===== config.mk =====
export PLATFORM = sky130hd
export DESIGN_NAME = gpio_bank_flat
export DESIGN_NICKNAME = d
export VERILOG_FILES = /design/src/rtl/gpio_pkg.sv /design/src/rtl/gpio_bank_if.sv /design/src/rtl/gpio_debounce.sv /design/src/rtl/gpio_bank.sv /design/src/flat_wrapper.sv
export SDC_FILE = /design/constraint.sdc
export NUM_CORES = 1
export LEC_CHECK = 0
export CAP_MARGIN = 20
export CELL_PAD_IN_SITES_DETAIL_PLACEMENT = 1
export CELL_PAD_IN_SITES_GLOBAL_PLACEMENT = 1
export CORE_ASPECT_RATIO = 1.25
export CORE_MARGIN = 8
export CORE_UTILIZATION = 49
export DETAILED_ROUTE_END_ITERATION = 6
export PLACE_DENSITY_LB_ADDON = 0.1
export SLEW_MARGIN = 20
export SYNTH_ARGS = -nofsm -noshare
export SYNTH_HDL_FRONTEND = slang
export SYNTH_SLANG_ARGS = --single-unit

===== constraint.sdc =====
create_clock -name clk -period 4.14 [get_ports clk]
set_input_delay 0.621 -clock clk [delete_from_list [all_inputs] [get_ports clk]]
set_output_delay 0.621 -clock clk [all_outputs]
set_load 0.02 [all_outputs]

===== src/rtl/gpio_pkg.sv =====
// Shared definitions for the GPIO bank: register map indices and counter sizing.
package gpio_pkg;

  typedef enum logic [1:0] {
    REG_LED  = 2'd0,
    REG_SW   = 2'd1,
    REG_PEND = 2'd2,
    REG_IEN  = 2'd3
  } gpio_reg_e;

  // Bits needed to hold 0 .. cycles-1; never less than one bit.
  function automatic int unsigned cnt_width(input int unsigned cycles);
    int unsigned w;
    w = 1;
    while ((32'd1 << w) < cycles) w++;
    return w;
  endfunction

endpackage


===== src/rtl/gpio_bank_if.sv =====
// CPU-side I/O bus seen by the GPIO bank (select, strobes, address, data).
interface gpio_bank_if #(
  parameter int ADDR_W = 6,
  parameter int DATA_W = 16
);
  logic              iocs;
  logic              iowrite;
  logic              ioread;
  logic [ADDR_W-1:0] addr;
  logic [DATA_W-1:0] wdata;
  logic [DATA_W-1:0] rdata;

  modport master (
    output iocs, iowrite, ioread, addr, wdata,
    input  rdata
  );

  modport slave (
    input  iocs, iowrite, ioread, addr, wdata,
    output rdata
  );
endinterface


===== src/rtl/gpio_debounce.sv =====
// One switch channel: two-flop synchroniser, shared debounce counter and stable register.
module gpio_debounce
  import gpio_pkg::*;
#(
  parameter int DATA_W     = 16,
  parameter int DEB_CYCLES = 20000
) (
  input  logic              clk,
  input  logic              rst,
  input  logic [DATA_W-1:0] sw_in,
  output logic [DATA_W-1:0] stable_o,
  output logic              chg_o,
  output logic [DATA_W-1:0] diff_o
);

  localparam int unsigned    CNT_W   = cnt_width(DEB_CYCLES);
  localparam logic [CNT_W-1:0] CNT_MAX = CNT_W'(DEB_CYCLES - 1);

  logic [DATA_W-1:0] s1_q, s1_d;
  logic [DATA_W-1:0] s2_q, s2_d;
  logic [DATA_W-1:0] stable_q, stable_d;
  logic [CNT_W-1:0]  cnt_q, cnt_d;

  // The count runs while sync differs from stable at all; bit changes
  // within that window do not restart it.
  always_comb begin
    s1_d     = sw_in;
    s2_d     = s1_q;
    stable_d = stable_q;
    cnt_d    = cnt_q;
    chg_o    = 1'b0;
    diff_o   = '0;
    if (s2_q == stable_q) begin
      cnt_d = '0;
    end else if (cnt_q == CNT_MAX) begin
      stable_d = s2_q;
      cnt_d    = '0;
      chg_o    = 1'b1;
      diff_o   = s2_q ^ stable_q;
    end else begin
      cnt_d = cnt_q + 1'b1;
    end
  end

  always_ff @(posedge clk or negedge rst) begin
    if (!rst) begin
      s1_q     <= '0;
      s2_q     <= '0;
      stable_q <= '0;
      cnt_q    <= '0;
    end else begin
      s1_q     <= s1_d;
      s2_q     <= s2_d;
      stable_q <= stable_d;
      cnt_q    <= cnt_d;
    end
  end

  assign stable_o = stable_q;

endmodule


===== src/rtl/gpio_bank.sv =====
// Memory-mapped GPIO bank: NCH channels of LED output, debounced switch input,
// W1C change-pending bits and a maskable, registered level interrupt.
module gpio_bank
  import gpio_pkg::*;
#(
  parameter int DATA_W     = 16,
  parameter int NCH        = 2,
  parameter int DEB_CYCLES = 20000,
  parameter int ADDR_W     = 6
) (
  input  logic                  clk,
  input  logic                  rst,
  gpio_bank_if.slave            bus,
  input  logic [NCH*DATA_W-1:0] sw_in,
  output logic [NCH*DATA_W-1:0] led_out,
  output logic                  irq
);

  localparam int CH_W = ADDR_W - 3;

  logic [DATA_W-1:0] led_q  [NCH];
  logic [DATA_W-1:0] led_d  [NCH];
  logic [DATA_W-1:0] ien_q  [NCH];
  logic [DATA_W-1:0] ien_d  [NCH];
  logic [DATA_W-1:0] pend_q [NCH];
  logic [DATA_W-1:0] pend_d [NCH];
  logic              irq_q, irq_d;

  logic [DATA_W-1:0] stable [NCH];
  logic [DATA_W-1:0] diff   [NCH];
  logic [NCH-1:0]    chg;

  logic              wr_en, rd_en, ch_ok;
  logic [CH_W-1:0]   ch_idx;
  gpio_reg_e         reg_idx;
  logic [DATA_W-1:0] rdata_v;
  logic              unused_addr0;

  assign unused_addr0 = bus.addr[0];

  for (genvar c = 0; c < NCH; c++) begin : g_ch
    gpio_debounce #(
      .DATA_W     (DATA_W),
      .DEB_CYCLES (DEB_CYCLES)
    ) u_deb (
      .clk      (clk),
      .rst      (rst),
      .sw_in    (sw_in[c*DATA_W +: DATA_W]),
      .stable_o (stable[c]),
      .chg_o    (chg[c]),
      .diff_o   (diff[c])
    );
    assign led_out[c*DATA_W +: DATA_W] = led_q[c];
  end

  always_comb begin
    wr_en   = bus.iocs & bus.iowrite;
    rd_en   = bus.iocs & bus.ioread;
    ch_idx  = bus.addr[ADDR_W-1:3];
    reg_idx = gpio_reg_e'(bus.addr[2:1]);
    ch_ok   = (32'(ch_idx) < 32'(NCH));
    irq_d   = 1'b0;
    rdata_v = '0;
    for (int unsigned c = 0; c < NCH; c++) begin
      led_d[c]  = led_q[c];
      ien_d[c]  = ien_q[c];
      pend_d[c] = pend_q[c];
      if (wr_en && ch_ok && ch_idx == CH_W'(c)) begin
        case (reg_idx)
          REG_LED:  led_d[c]  = bus.wdata;
          REG_PEND: pend_d[c] = pend_q[c] & ~bus.wdata;
          REG_IEN:  ien_d[c]  = bus.wdata;
          default:  ;
        endcase
      end
      // Applied after the W1C clear so a same-cycle change event wins.
      if (chg[c]) pend_d[c] = pend_d[c] | diff[c];
      irq_d = irq_d | (|(pend_q[c] & ien_q[c]));
      if (rd_en && ch_ok && ch_idx == CH_W'(c)) begin
        case (reg_idx)
          REG_LED:  rdata_v = led_q[c];
          REG_SW:   rdata_v = stable[c];
          REG_PEND: rdata_v = pend_q[c];
          REG_IEN:  rdata_v = ien_q[c];
          default:  rdata_v = '0;
        endcase
      end
    end
  end

  always_ff @(posedge clk or negedge rst) begin
    if (!rst) begin
      for (int unsigned c = 0; c < NCH; c++) begin
        led_q[c]  <= '0;
        ien_q[c]  <= '0;
        pend_q[c] <= '0;
      end
      irq_q <= 1'b0;
    end else begin
      for (int unsigned c = 0; c < NCH; c++) begin
        led_q[c]  <= led_d[c];
        ien_q[c]  <= ien_d[c];
        pend_q[c] <= pend_d[c];
      end
      irq_q <= irq_d;
    end
  end

  assign bus.rdata = rdata_v;
  assign irq       = irq_q;

endmodule


===== src/flat_wrapper.sv =====
// flat-port wrapper written by rule: the top's interface ports become plain ports
module gpio_bank_flat import gpio_pkg::*;
#(
  parameter int DATA_W     = 16,
  parameter int NCH        = 2,
  parameter int DEB_CYCLES = 20000,
  parameter int ADDR_W     = 6
)
  (clk, rst, sw_in, led_out, irq, bus_iocs, bus_iowrite, bus_ioread, bus_addr, bus_wdata, bus_rdata);
  gpio_bank_if #(.ADDR_W(ADDR_W), .DATA_W(DATA_W)) bus_i ();
  input  logic clk;
  input  logic rst;
  input  logic [NCH*DATA_W-1:0] sw_in;
  output logic [NCH*DATA_W-1:0] led_out;
  output logic irq;
  input wire logic [$bits(bus_i.iocs)-1:0] bus_iocs;
  input wire logic [$bits(bus_i.iowrite)-1:0] bus_iowrite;
  input wire logic [$bits(bus_i.ioread)-1:0] bus_ioread;
  input wire logic [$bits(bus_i.addr)-1:0] bus_addr;
  input wire logic [$bits(bus_i.wdata)-1:0] bus_wdata;
  output wire logic [$bits(bus_i.rdata)-1:0] bus_rdata;
  assign bus_i.iocs = bus_iocs;
  assign bus_i.iowrite = bus_iowrite;
  assign bus_i.ioread = bus_ioread;
  assign bus_i.addr = bus_addr;
  assign bus_i.wdata = bus_wdata;
  assign bus_rdata = bus_i.rdata;
  gpio_bank #(.DATA_W(DATA_W), .NCH(NCH), .DEB_CYCLES(DEB_CYCLES), .ADDR_W(ADDR_W)) u_core (.clk(clk), .rst(rst), .bus(bus_i), .sw_in(sw_in), .led_out(led_out), .irq(irq));
endmodule

==> results.md, run 1 <==
* RSZ-0062 raised after global routing: no
* Met2 wire len at about 14 mm
* Final hold vios at 0
* Synthesized net count at 800
* CP startpoint kind: primary input
* CTS root buffer: clkbuf_16
* Final setup vio count at 0
* P&R area growth vs syn at 22.90%
* Critical path data arrival time at between 2000 and 3000 ps
* I/O pins at 108
* Number of cells on the critical path at 6
* WP data required at ~3500 ps
* Post_cts resized at 0
* Total grt overflow at 0
* Number of remaining DRC errors at 0
* Drt total wl at ~26 mm
* Via density at ~6
* Design Area, Final at 11640 um2
* Most used DFF post-synth: dfrtp_1
* Maximum clock path buffer count at 3
* DP Area at 10780 um2
* Post-Synthesis Cells at roughly 740
* Number of global-route vias before repair at 7362
* Post-layout nets at around 900
* Post-synthesis area per instance at between 10 and 15 um2
* Seq/Total Area, Yosys at 0.5893
* Starting density of the core at 0.4936
* First-pass GRT wire length at around 42 mm
* Fmax at 279.0 MHz
* CTS clock-pin slew for the worst setup and hold paths at about 60 ps
* Fin Clk Skew at 9.102 ps
* Mapped Area at between 9000 and 10000 um2
* Number of synthesized flops with an enable pin at 0
* Synth unique cells at 41
* Clk sinks at between 200 and 250
* All-Layer GR Usage at 0.2261
* Crit path kind: primary input to output pin
* Iteration count of the initial detailed-routing pass at 4
* Highest Signal Layer: met4
* Worst Reg-to-Reg Cells at 5
* Core Area at 19180 um2
* P_leak at slightly above 5 nW
* Post-CTS Setup Bufs at 0
* Top cell by count, worst path: clkdlybuf4s50_1
* Placer congestion estimate at ~0.86
* Pin count of the biggest net entering global routing at around 100
* Top cells by count, synth: dfrtp_1 (223), nand2_1 (86), o21ai_0 (76)
* PortBufs at between 100 and 150
* Wire length per cell at around 24 um
* Worst-skew pair later-pin latency at approximately 500 ps
* # hold bufs at CTS at 0
* Worst path max stage delay at around 750 ps
* Synth area leader: dfrtp_1
* WP buf/inv at 3
* Vias at ~6400
* CP delay by family, top: buffers and inverters
* H-tree depth at 1
* Antenna violations before repair at 0
* Post-detail-place hpwl at 18.72 mm
* FP Rows at 57
* Max_cap viols at 0
* ANT cells at 0
* FILL cells at 1862
* Final period utilization at 0.8658
* Die height at 171.4 um
* CTS tree: done
* Die ar. at between 20000 and 25000 um2
* Worst-Margin Slew at roughly 1100 ps
* Met3 wire len at approximately 1.2 mm
* Yosys warnings at 0
* Top cells by area, synth: dfrtp_1 (59%), mux4_2 (7.1%), mux2_2 (6.5%), o21ai_0 (4.0%), xnor2_1 (3.5%)
* Layout cells sized above 1 at 0.1748
* Worst slew margin at 0.2750
* Total power at roughly 5.5 mW
* DRT iter0 DRCs at between 400 and 500
* TNS Setup at 0 ps
* CP Max Fanout at 8
* Pwr Density at 473.8 nW/um2
* Worst hold path type: primary input to asynchronous set/reset pin
* Ys async rst share at 1.000
* Worst setup EP type: output pin
* Post-synth top area share at 0.5893
* Most frequent cell after synthesis: dfrtp_1
* Antenna violation net count after detailed routing at 0
* Max Slew Vio Count at 0
* Wire length on met1 at about 10 mm
* Seq cells post-synth at roughly 220
* Die X at ~140 um
* Num CTS Buffers at 23
* Slowest-stage cell, CP: clkdlybuf4s50_1
* Maximum VDD drop at 0.0002994 V
* Status: completed
* Final worst path period need at between 3000 and 4000 ps
* CP cell instances: clkdlybuf4s50_1, buf_4, mux4_2, mux2i_1, nor2_1, clkdlybuf4s50_1
[cell families after synthesis]
group / after synthesis / synth area share
simple gates: 193 / 0.09448
compound gates: 99 / 0.06144
flops: 223 / 0.5893
mux: 112 / 0.1731
xor+xnor: 58 / 0.05365
buf+inv: 52 / 0.02537
fa+ha+maj: 2 / 0.002642
[layout by cell type (no fill, tap or decap), types with 14 or more instances in the layout]
cell type | netlist | final
xor2_1 | 20 | 20
nor2_1 | 43 | 43
nand2_1 | 86 | 86
o21ai_0 | 76 | 76
xnor2_1 | 38 | 38
dfrtp_1 | 223 | 223
clkbuf_16 | 0 | 23
a22oi_1 | 16 | 16
clkdlybuf4s50_1 | 0 | 104
inv_1 | 18 | 18
nor3_1 | 14 | 14
mux2i_1 | 16 | 16
nand4_1 | 16 | 16
mux2_2 | 55 | 55
mux4_2 | 30 | 30
[area by class of cell]
| cell class | instances | area, um2 | area share |
|---|---|---|---|
| clock buffers | 28 | 624.3 | 0.05365 |
| clock inverters | 13 | 220.2 | 0.01892 |
| inverters | 18 | 67.56 | 0.005806 |
| multi-input cells | 464 | 3666 | 0.3150 |
| flip-flops and latches | 223 | 5580 | 0.4795 |
| well taps | 236 | 295.3 | 0.02537 |
| repair buffers | 118 | 1184 | 0.1017 |
[per-stage QoR]
step           std cells  hold slack [ps]  setup WS (ps)  utilization
2_1_floorplan        739            325.4           1376            -
3_3_place_gp        1058            331.7          553.3       0.5613
3_5_place_dp        1058            336.2          568.5       0.5618
4_1_cts             1099            139.5          564.2       0.6058
5_1_grt             1100            153.8          494.1       0.6066
6_report            1100            108.6          555.7       0.6066
[worst paths after layout]
path / to / slack (ps) / from
max: bus_rdata[15] / 560 / bus_addr[2]
min: u_core.g_ch[0].u_deb.s2_q[1] / 110 / rst
max reg2reg: u_core.g_ch[0].u_deb.stable_o[4] / 1240 / u_core.g_ch[0].u_deb.stable_o[12]
min reg2reg: u_core.g_ch[0].u_deb.s2_q[7] / 350 / u_core.g_ch[0].u_deb.s1_q[7]
max in group asynchronous: u_core.led_out[18] / 2970 / rst
min in group clk: u_core.g_ch[0].u_deb.s2_q[7] / 350 / u_core.g_ch[0].u_deb.s1_q[7]
[layer usage]
layer	GRT usage	vias up
li1	-	2815
met1	0.2611	3395
met2	0.4148	168
met3	0.03749	50
met4	0.08420	0
met5	0	-
[registers in the layout (all words and copies together) (netlist names)]
name,count
u_core.g_ch.u_deb.cnt_q,30
u_core.g_ch.u_deb.s1_q,32
u_core.g_ch.u_deb.s2_q,32
u_core.g_ch.u_deb.stable_o,32
u_core.ien_q,32
u_core.irq,1
u_core.led_out,32
u_core.pend_q,32
[where the power goes]
group	total (mW)	internal, mW	switching (mW)
sequential	2.55	2.37	0.181
clock	2.30	1.45	0.853
combinational	0.663	0.331	0.332
total	5.51	4.15	1.37
No activity file was read; power rests on OpenSTA's default activity.
==> run 2: changes to the inputs <==
==> constraint.sdc (replaced) <==
create_clock -name clk -period 4.6 [get_ports clk]
set_input_delay 0.69 -clock clk [delete_from_list [all_inputs] [get_ports clk]]
set_output_delay 0.69 -clock clk [all_outputs]
set_load 0.02 [all_outputs]
==> run 2 against run 1 <==
Against the previous run: via count down 1.1%; clock power down 17%; clock skew down 2.6 ps; core utilization down 0.49 points; non-clock buffer count down 5; register-to-register slack better by 430 ps; combinational power down 10%; critical path type unchanged; highest routed layer unchanged.
==> results.md, run 2 (synthesized netlist as in run 1, its figures left out) <==
* Status: completed (unchanged)
* H-tree depth at 1 (unchanged)
* FILL cells at 1897 (was 1862)
* CP Max Fanout at 22 (was 8)
* Multi-input combinational cell area at 3674 um2 (was 3666 um2)
* CTS tree: done (unchanged)
* Worst slew margin at 0.3375 (was 0.2750)
* Worst Reg-to-Reg Cells at 5 (unchanged)
* Fin Clk Skew at 6.491 ps (was 9.102 ps)
* P_leak at 5.069 nW (was 5.116 nW)
* Fin util at 0.6017 (was 0.6066)
* RSZ-0062 raised after global routing: no (unchanged)
* PortBufs at 106 (unchanged)
* Worst path max stage delay at 600 ps (was 750 ps)
* Pint at 3.604 mW (was 4.148 mW)
* # hold bufs at CTS at 0 (unchanged)
* Commonest non-fill, non-tap cell in the layout: dfrtp_1 (unchanged)
* Commonest cells after routing, fill and taps aside: dfrtp_1 (223), clkdlybuf4s50_1 (104), nand2_1 (85), o21ai_0 (76), mux2_2 (55) (was dfrtp_1 (223), clkdlybuf4s50_1 (104), nand2_1 (86), o21ai_0 (76), mux2_2 (55))
* Maximum VDD drop at 0.0003341 V (was 0.0002994 V)
* Vias at 6358 (was 6428)
* Pwr Density at 417.0 nW/um2 (was 473.8 nW/um2)
* P&R area growth vs syn at 21.91% (was 22.90%)
* Core Area at 19180 um2 (unchanged)
* Die height at 171.4 um (unchanged)
* DRT iter0 DRCs at 333 (was 429)
* DP Area at 10750 um2 (was 10780 um2)
* Final period utilization at 0.8123
* Sw Share at 0.2514 (was 0.2478)
* Wire length per cell at 24.56 um (was 24.09 um)
* FP Rows at 57 (unchanged)
* Most Crowded Layer GR: met2 (unchanged)
* Die ar. at 24060 um2 (unchanged)
* Max_cap viols at 0 (unchanged)
* Worst hold path type: primary input to asynchronous set/reset pin (unchanged)
* ANT cells at 0 (unchanged)
* Final worst path period need at 3737 ps
* Number of remaining DRC errors at 0 (unchanged)
* Post-CTS Setup Bufs at 0 (unchanged)
* Number of global-route vias before repair at 7323 (was 7362)
* Clk sinks at 223 (unchanged)
* Final setup vio count at 0 (unchanged)
* Fmax at around 270 MHz
* Critical path data arrival time at 3050 ps (was 2960 ps)
* Via density at 5.806 (was 5.844)
* Switching pwr at 1.210 mW (was 1.366 mW)
* Placer congestion estimate at 0.8596 (was 0.8648)
* Worst-Margin Slew at 990.1 ps (was 1084 ps)
* RR Endpoint: u_core.g_ch[0].u_deb.stable_o[5] (was u_core.g_ch[0].u_deb.stable_o[4])
* Grt met2 use at 0.4313 (was 0.4148)
* Starting density of the core at 0.4936 (unchanged)
* Maximum clock path buffer count at 3 (unchanged)
* CP Launch Point: bus_addr[1] (was bus_addr[2])
* Crit path kind: primary input to output pin (unchanged)
* Max Slew Vio Count at 0 (unchanged)
* CP cell instances: buf_2, buf_4, mux4_2, mux2i_1, nor2_1, clkdlybuf4s50_1 (was clkdlybuf4s50_1, buf_4, mux4_2, mux2i_1, nor2_1, clkdlybuf4s50_1)
* WP data required at 3910 ps (was 3520 ps)
* Die X at 140.3 um (unchanged)
* CTS root buffer: clkbuf_16 (unchanged)
* First-pass GRT wire length at 42.55 mm (was 41.88 mm)
* Pin count of the biggest net entering global routing at 119 (was 103)
* GR met1 Demand/Resource at 0.2577 (was 0.2611)
* R2R Path Start: u_core.g_ch[0].u_deb.stable_o[12] (unchanged)
* Power share of the sequential group at 0.478 (was 0.463)
* Clock power share at 0.398 (was 0.417)
* Post_cts resized at 0 (unchanged)
* Layout cells sized above 1 at 0.1688 (was 0.1748)
* Iteration count of the initial detailed-routing pass at 5 (was 4)
* I/O pins at 108 (unchanged)
* CP startpoint kind: primary input (unchanged)
* Sequential cell area at 5580 um2 (unchanged)
* Total power at 4.814 mW (was 5.514 mW)
* Gate power share at 0.124 (was 0.120)
* TNS Setup at 0 ps (unchanged)
* CTS clock-pin slew for the worst setup and hold paths at 60 ps (about the same)
* Post-detail-place hpwl at 18.98 mm (was 18.72 mm)
* Total grt overflow at 0 (unchanged)
* Drt total wl at 26.89 mm (was 26.50 mm)
* Post-layout nets at 904 (was 909)
* Met3 Use GR at 0.04888 (was 0.03749)
* Slowest-stage cell, CP: buf_2 (was clkdlybuf4s50_1)
* Antenna violations before repair at 0 (unchanged)
* Final hold vios at 0 (unchanged)
* Num CTS Buffers at 23 (unchanged)
* Antenna violation net count after detailed routing at 0 (unchanged)
* Reg2Reg Setup Slack at 1670 ps (was 1240 ps)
* Worst setup EP type: output pin (unchanged)
* Design Area, Final at 11540 um2 (was 11640 um2)
* All-Layer GR Usage at 0.2310 (was 0.2261)
* Worst-skew pair later-pin latency at 500 ps (about the same)
-- run 2: changes by cell type in the layout (fill, tap and decap cells not counted) --
cell	previous run	this run
buf_4	9	5
buf_8	2	1
bufinv_16	6	2
clkbuf_1	2	5
clkbuf_8	3	9
clkinv_2	5	2
clkinvlp_4	2	0
nand2_1	86	85
nand2_2	0	1
nand3_1	8	7
nand3_2	0	1
-- run 2: how the worst max path moves through the flow --
stage	endpoint	slack [ps]	depth (start not counted)
after CTS	bus_rdata[14]	810	6
final	bus_rdata[7]	860	6
after floorplan	bus_rdata[4]	1700	5
after global placement	bus_rdata[7]	820	6
after detailed placement	bus_rdata[8]	850	6
after global routing	bus_rdata[9]	690	6
-- run 2: per-stage QoR --
step	cells	setup WS [ps]	hold slack, ps
after global placement	1054	822.2	332.6
after detailed placement	1054	851.2	336.3
after floorplan	739	1698	331.2
final	1095	863.4	201.4
after CTS	1095	808.5	296.1
after global routing	1095	694.4	309.4
-- run 2: cell type report --
type	count	share of cell area
sequential	223	0.4834
multi-input combinational	464	0.3182
timing repair buffer	113	0.09863
clock buffer	37	0.06222
tap	236	0.02558
clock inverter	4	0.006070
inverter	18	0.005853
-- run 2: worst max-delay path, delay by kind of cell --
family / cells / cell delay [ps]
muxes: 2 / 750
and+or+nand+nor: 1 / 60
buffers and inverters: 3 / 1510
-- run 2: power by group through the flow --
stage / registers [mW] / clock network (mW) / logic [mW]
2_1_floorplan: 2.31 / 0 / 0.278
3_3_place_gp: 2.31 / 0 / 0.577
3_5_place_dp: 2.33 / 0 / 0.597
4_1_cts: 2.30 / 1.96 / 0.606
5_1_grt: 2.32 / 2.03 / 0.653
6_report: 2.30 / 1.92 / 0.596
-- run 2: metal layers --
layer  part of all wire  up-vias
met5                  0        -
met4              0.027        0
met3              0.054       45
met2               0.54      166
met1               0.37     3339
li1                   -     2808
==> run 3: changes to the inputs <==
--- a/config.mk
+++ b/config.mk
@@ -10,7 +10,7 @@
 export CELL_PAD_IN_SITES_GLOBAL_PLACEMENT = 1
 export CORE_ASPECT_RATIO = 1.25
 export CORE_MARGIN = 8
-export CORE_UTILIZATION = 49
+export CORE_UTILIZATION = 46
 export DETAILED_ROUTE_END_ITERATION = 6
 export PLACE_DENSITY_LB_ADDON = 0.1
 export SLEW_MARGIN = 20
==> constraint.sdc (replaced) <==
create_clock -name clk -period 3.65 [get_ports clk]
set_input_delay 0.5475 -clock clk [delete_from_list [all_inputs] [get_ports clk]]
set_output_delay 0.5475 -clock clk [all_outputs]
set_load 0.02 [all_outputs]
==> run 3 against run 2 <==
Against the previous run: sequential cell count is the same; setup slack lost 470 ps; clock skew grew 17 ps; die area grew 5.8%; final cell count grew 4.2%; first-iteration DRC count shrank 7.8%; final area grew 1.0%; via count grew 1.0%; sequential power grew 26%; wire length shrank 0.89%.
==> results.md, run 3 (synthesized netlist as in run 1, its figures left out) <==
* Crit path kind: primary input to output pin (unchanged)
* Worst-skew pair later-pin latency at 530 ps (was 500 ps)
* Post-CTS Setup Bufs at 0 (unchanged)
* CTS clock-pin slew for the worst setup and hold paths at 60 ps (about the same)
* Critical path data arrival time at 2710 ps (was 3050 ps)
* Final worst path period need at around 3300 ps
* Fmax at roughly 310 MHz
* WP data required at 3100 ps (was 3910 ps)
* DRT iter0 DRCs at 307 (was 333)
* All-Layer GR Usage at 0.2139 (was 0.2310)
* I/O pins at 108 (unchanged)
* Antenna violation net count after detailed routing at 0 (unchanged)
* Antenna violations before repair at 0 (unchanged)
* TNS Setup at 0 ps (unchanged)
* Multi-input combinational cell area at 3657 um2 (was 3674 um2)
* Pwr Density at 524.5 nW/um2 (was 417.0 nW/um2)
* Sequential cell area at 5580 um2 (unchanged)
* Starting density of the core at 0.4694 (was 0.4936)
* P_leak at 5.110 nW (was 5.069 nW)
* Worst slew margin at 0.3001 (was 0.3375)
* First-pass GRT wire length at 41.84 mm (was 42.55 mm)
* RSZ-0062 raised after global routing: no (unchanged)
* Status: completed (unchanged)
* Iteration count of the initial detailed-routing pass at 4 (was 5)
* Post-layout nets at 914 (was 904)
* H-tree depth at 1 (unchanged)
* CTS root buffer: clkbuf_16 (unchanged)
* Post-detail-place hpwl at 19.23 mm (was 18.98 mm)
* Post-Place Cells at 1097 (was 1054)
* Wire length per cell at 23.36 um (was 24.56 um)
* Drt total wl at 26.65 mm (was 26.89 mm)
* Final period utilization at 0.8917
* WHS at 62.46 ps (was 201.4 ps)
* Maximum clock path buffer count at 3 (unchanged)
* PortBufs at 106 (unchanged)
* Number of remaining DRC errors at 0 (unchanged)
* Placer congestion estimate at 0.8933 (was 0.8596)
* FP Rows at 58 (was 57)
* Commonest cells after routing, fill and taps aside: dfrtp_1 (223), clkdlybuf4s50_1 (104), nand2_1 (86), o21ai_0 (76), mux2_2 (55) (was dfrtp_1 (223), clkdlybuf4s50_1 (104), nand2_1 (85), o21ai_0 (76), mux2_2 (55))
* Worst setup EP type: output pin (unchanged)
* Die height at 176.4 um (was 171.4 um)
* FILL cells at 2088 (was 1897)
* Max Slew Vio Count at 0 (unchanged)
* Via density at 5.629 (was 5.806)
* CTS tree: done (unchanged)
* Number of global-route vias before repair at 7299 (was 7323)
* Pin count of the biggest net entering global routing at 111 (was 119)
* CP Max Fanout at 9 (was 22)
* CP startpoint kind: primary input (unchanged)
* Worst-Margin Slew at 1047 ps (was 990.1 ps)
* DP Area at 10860 um2 (was 10750 um2)
* Layout cells sized above 1 at 0.1745 (was 0.1688)
* Die ar. at 25460 um2 (was 24060 um2)
* Num CTS Buffers at 24 (was 23)
* Total grt overflow at 0 (unchanged)
* Die X at 144.3 um (was 140.3 um)
* Core Area at 20170 um2 (was 19180 um2)
* Vias at 6423 (was 6358)
* P&R area growth vs syn at 23.14% (was 21.91%)
* ANT cells at 0 (unchanged)
* # hold bufs at CTS at 0 (unchanged)
* Post_cts resized at 0 (unchanged)
* Fin Clk Skew at 23.75 ps (was 6.491 ps)
* Final hold vios at 0 (unchanged)
* Final setup vio count at 0 (unchanged)
* Worst hold path type: primary input to asynchronous set/reset pin (unchanged)
* Design Area, Final at 11660 um2 (was 11540 um2)
* Max_cap viols at 0 (unchanged)
* Clk sinks at 223 (unchanged)
* Maximum VDD drop at 0.0003654 V (was 0.0003341 V)
* Commonest non-fill, non-tap cell in the layout: dfrtp_1 (unchanged)
* Finished Layout Cells at 1141 (was 1095)
[run 3: routing by layer]
layer | track usage | vias to the layer above | share of wire
li1 | - | 2823 | -
met1 | 0.2540 | 3363 | 0.40
met2 | 0.3779 | 179 | 0.52
met3 | 0.03649 | 58 | 0.046
met4 | 0.08127 | 0 | 0.037
met5 | 0 | - | 0
[run 3: path summary, 6_finish.rpt]
kind	end	cells past startpoint	from	slack [ps]
worst min-delay path	u_core.g_ch[0].u_deb.s1_q[13]	1	rst	60
worst max register to register	u_core.g_ch[0].u_deb.stable_o[1]	5	u_core.g_ch[0].u_deb.stable_o[15]	910
worst min register to register	u_core.g_ch[1].u_deb.s2_q[15]	0	u_core.g_ch[1].u_deb.s1_q[15]	350
worst max-delay path	bus_rdata[12]	6	bus_iocs	400
min in group clk	u_core.g_ch[1].u_deb.s2_q[15]	0	u_core.g_ch[1].u_deb.s1_q[15]	350
max in group asynchronous	u_core.g_ch[1].u_deb.cnt_q[2]	2	rst	2650
[run 3: worst max-delay path, cell delays in order]
cell and delay, ps:
clkdlybuf4s50_1 480, nor3b_1 320, nand2_1 330, buf_4 280, nor2_1 120, clkdlybuf4s50_1 620
[run 3: cell type report]
type / instances / area share
timing repair buffer: 122 / 0.1045
inverter: 18 / 0.005795
multi-input combinational: 464 / 0.3137
clock inverter: 10 / 0.01202
tap: 270 / 0.02897
sequential: 223 / 0.4786
clock buffer: 34 / 0.05644
[run 3: power breakdown]
part | internal, mW | total [mW] | switching (mW)
logic | 0.377 | 0.753 | 0.376
clock network | 1.48 | 2.47 | 0.991
registers | 2.69 | 2.90 | 0.207
[run 3: through the flow]
| stage | power, mW | utilization | setup WS, ps |
|---|---|---|---|
| final | 6.116 | 0.5780 | 395.2 |
| after global routing | 6.339 | 0.5780 | 198.4 |
| after CTS | 6.175 | 0.5780 | 403.2 |
| after detailed placement | 3.693 | 0.5384 | 440.1 |
| after global placement | 3.643 | 0.5384 | 486.7 |
| after floorplan | 3.267 | - | 1033 |
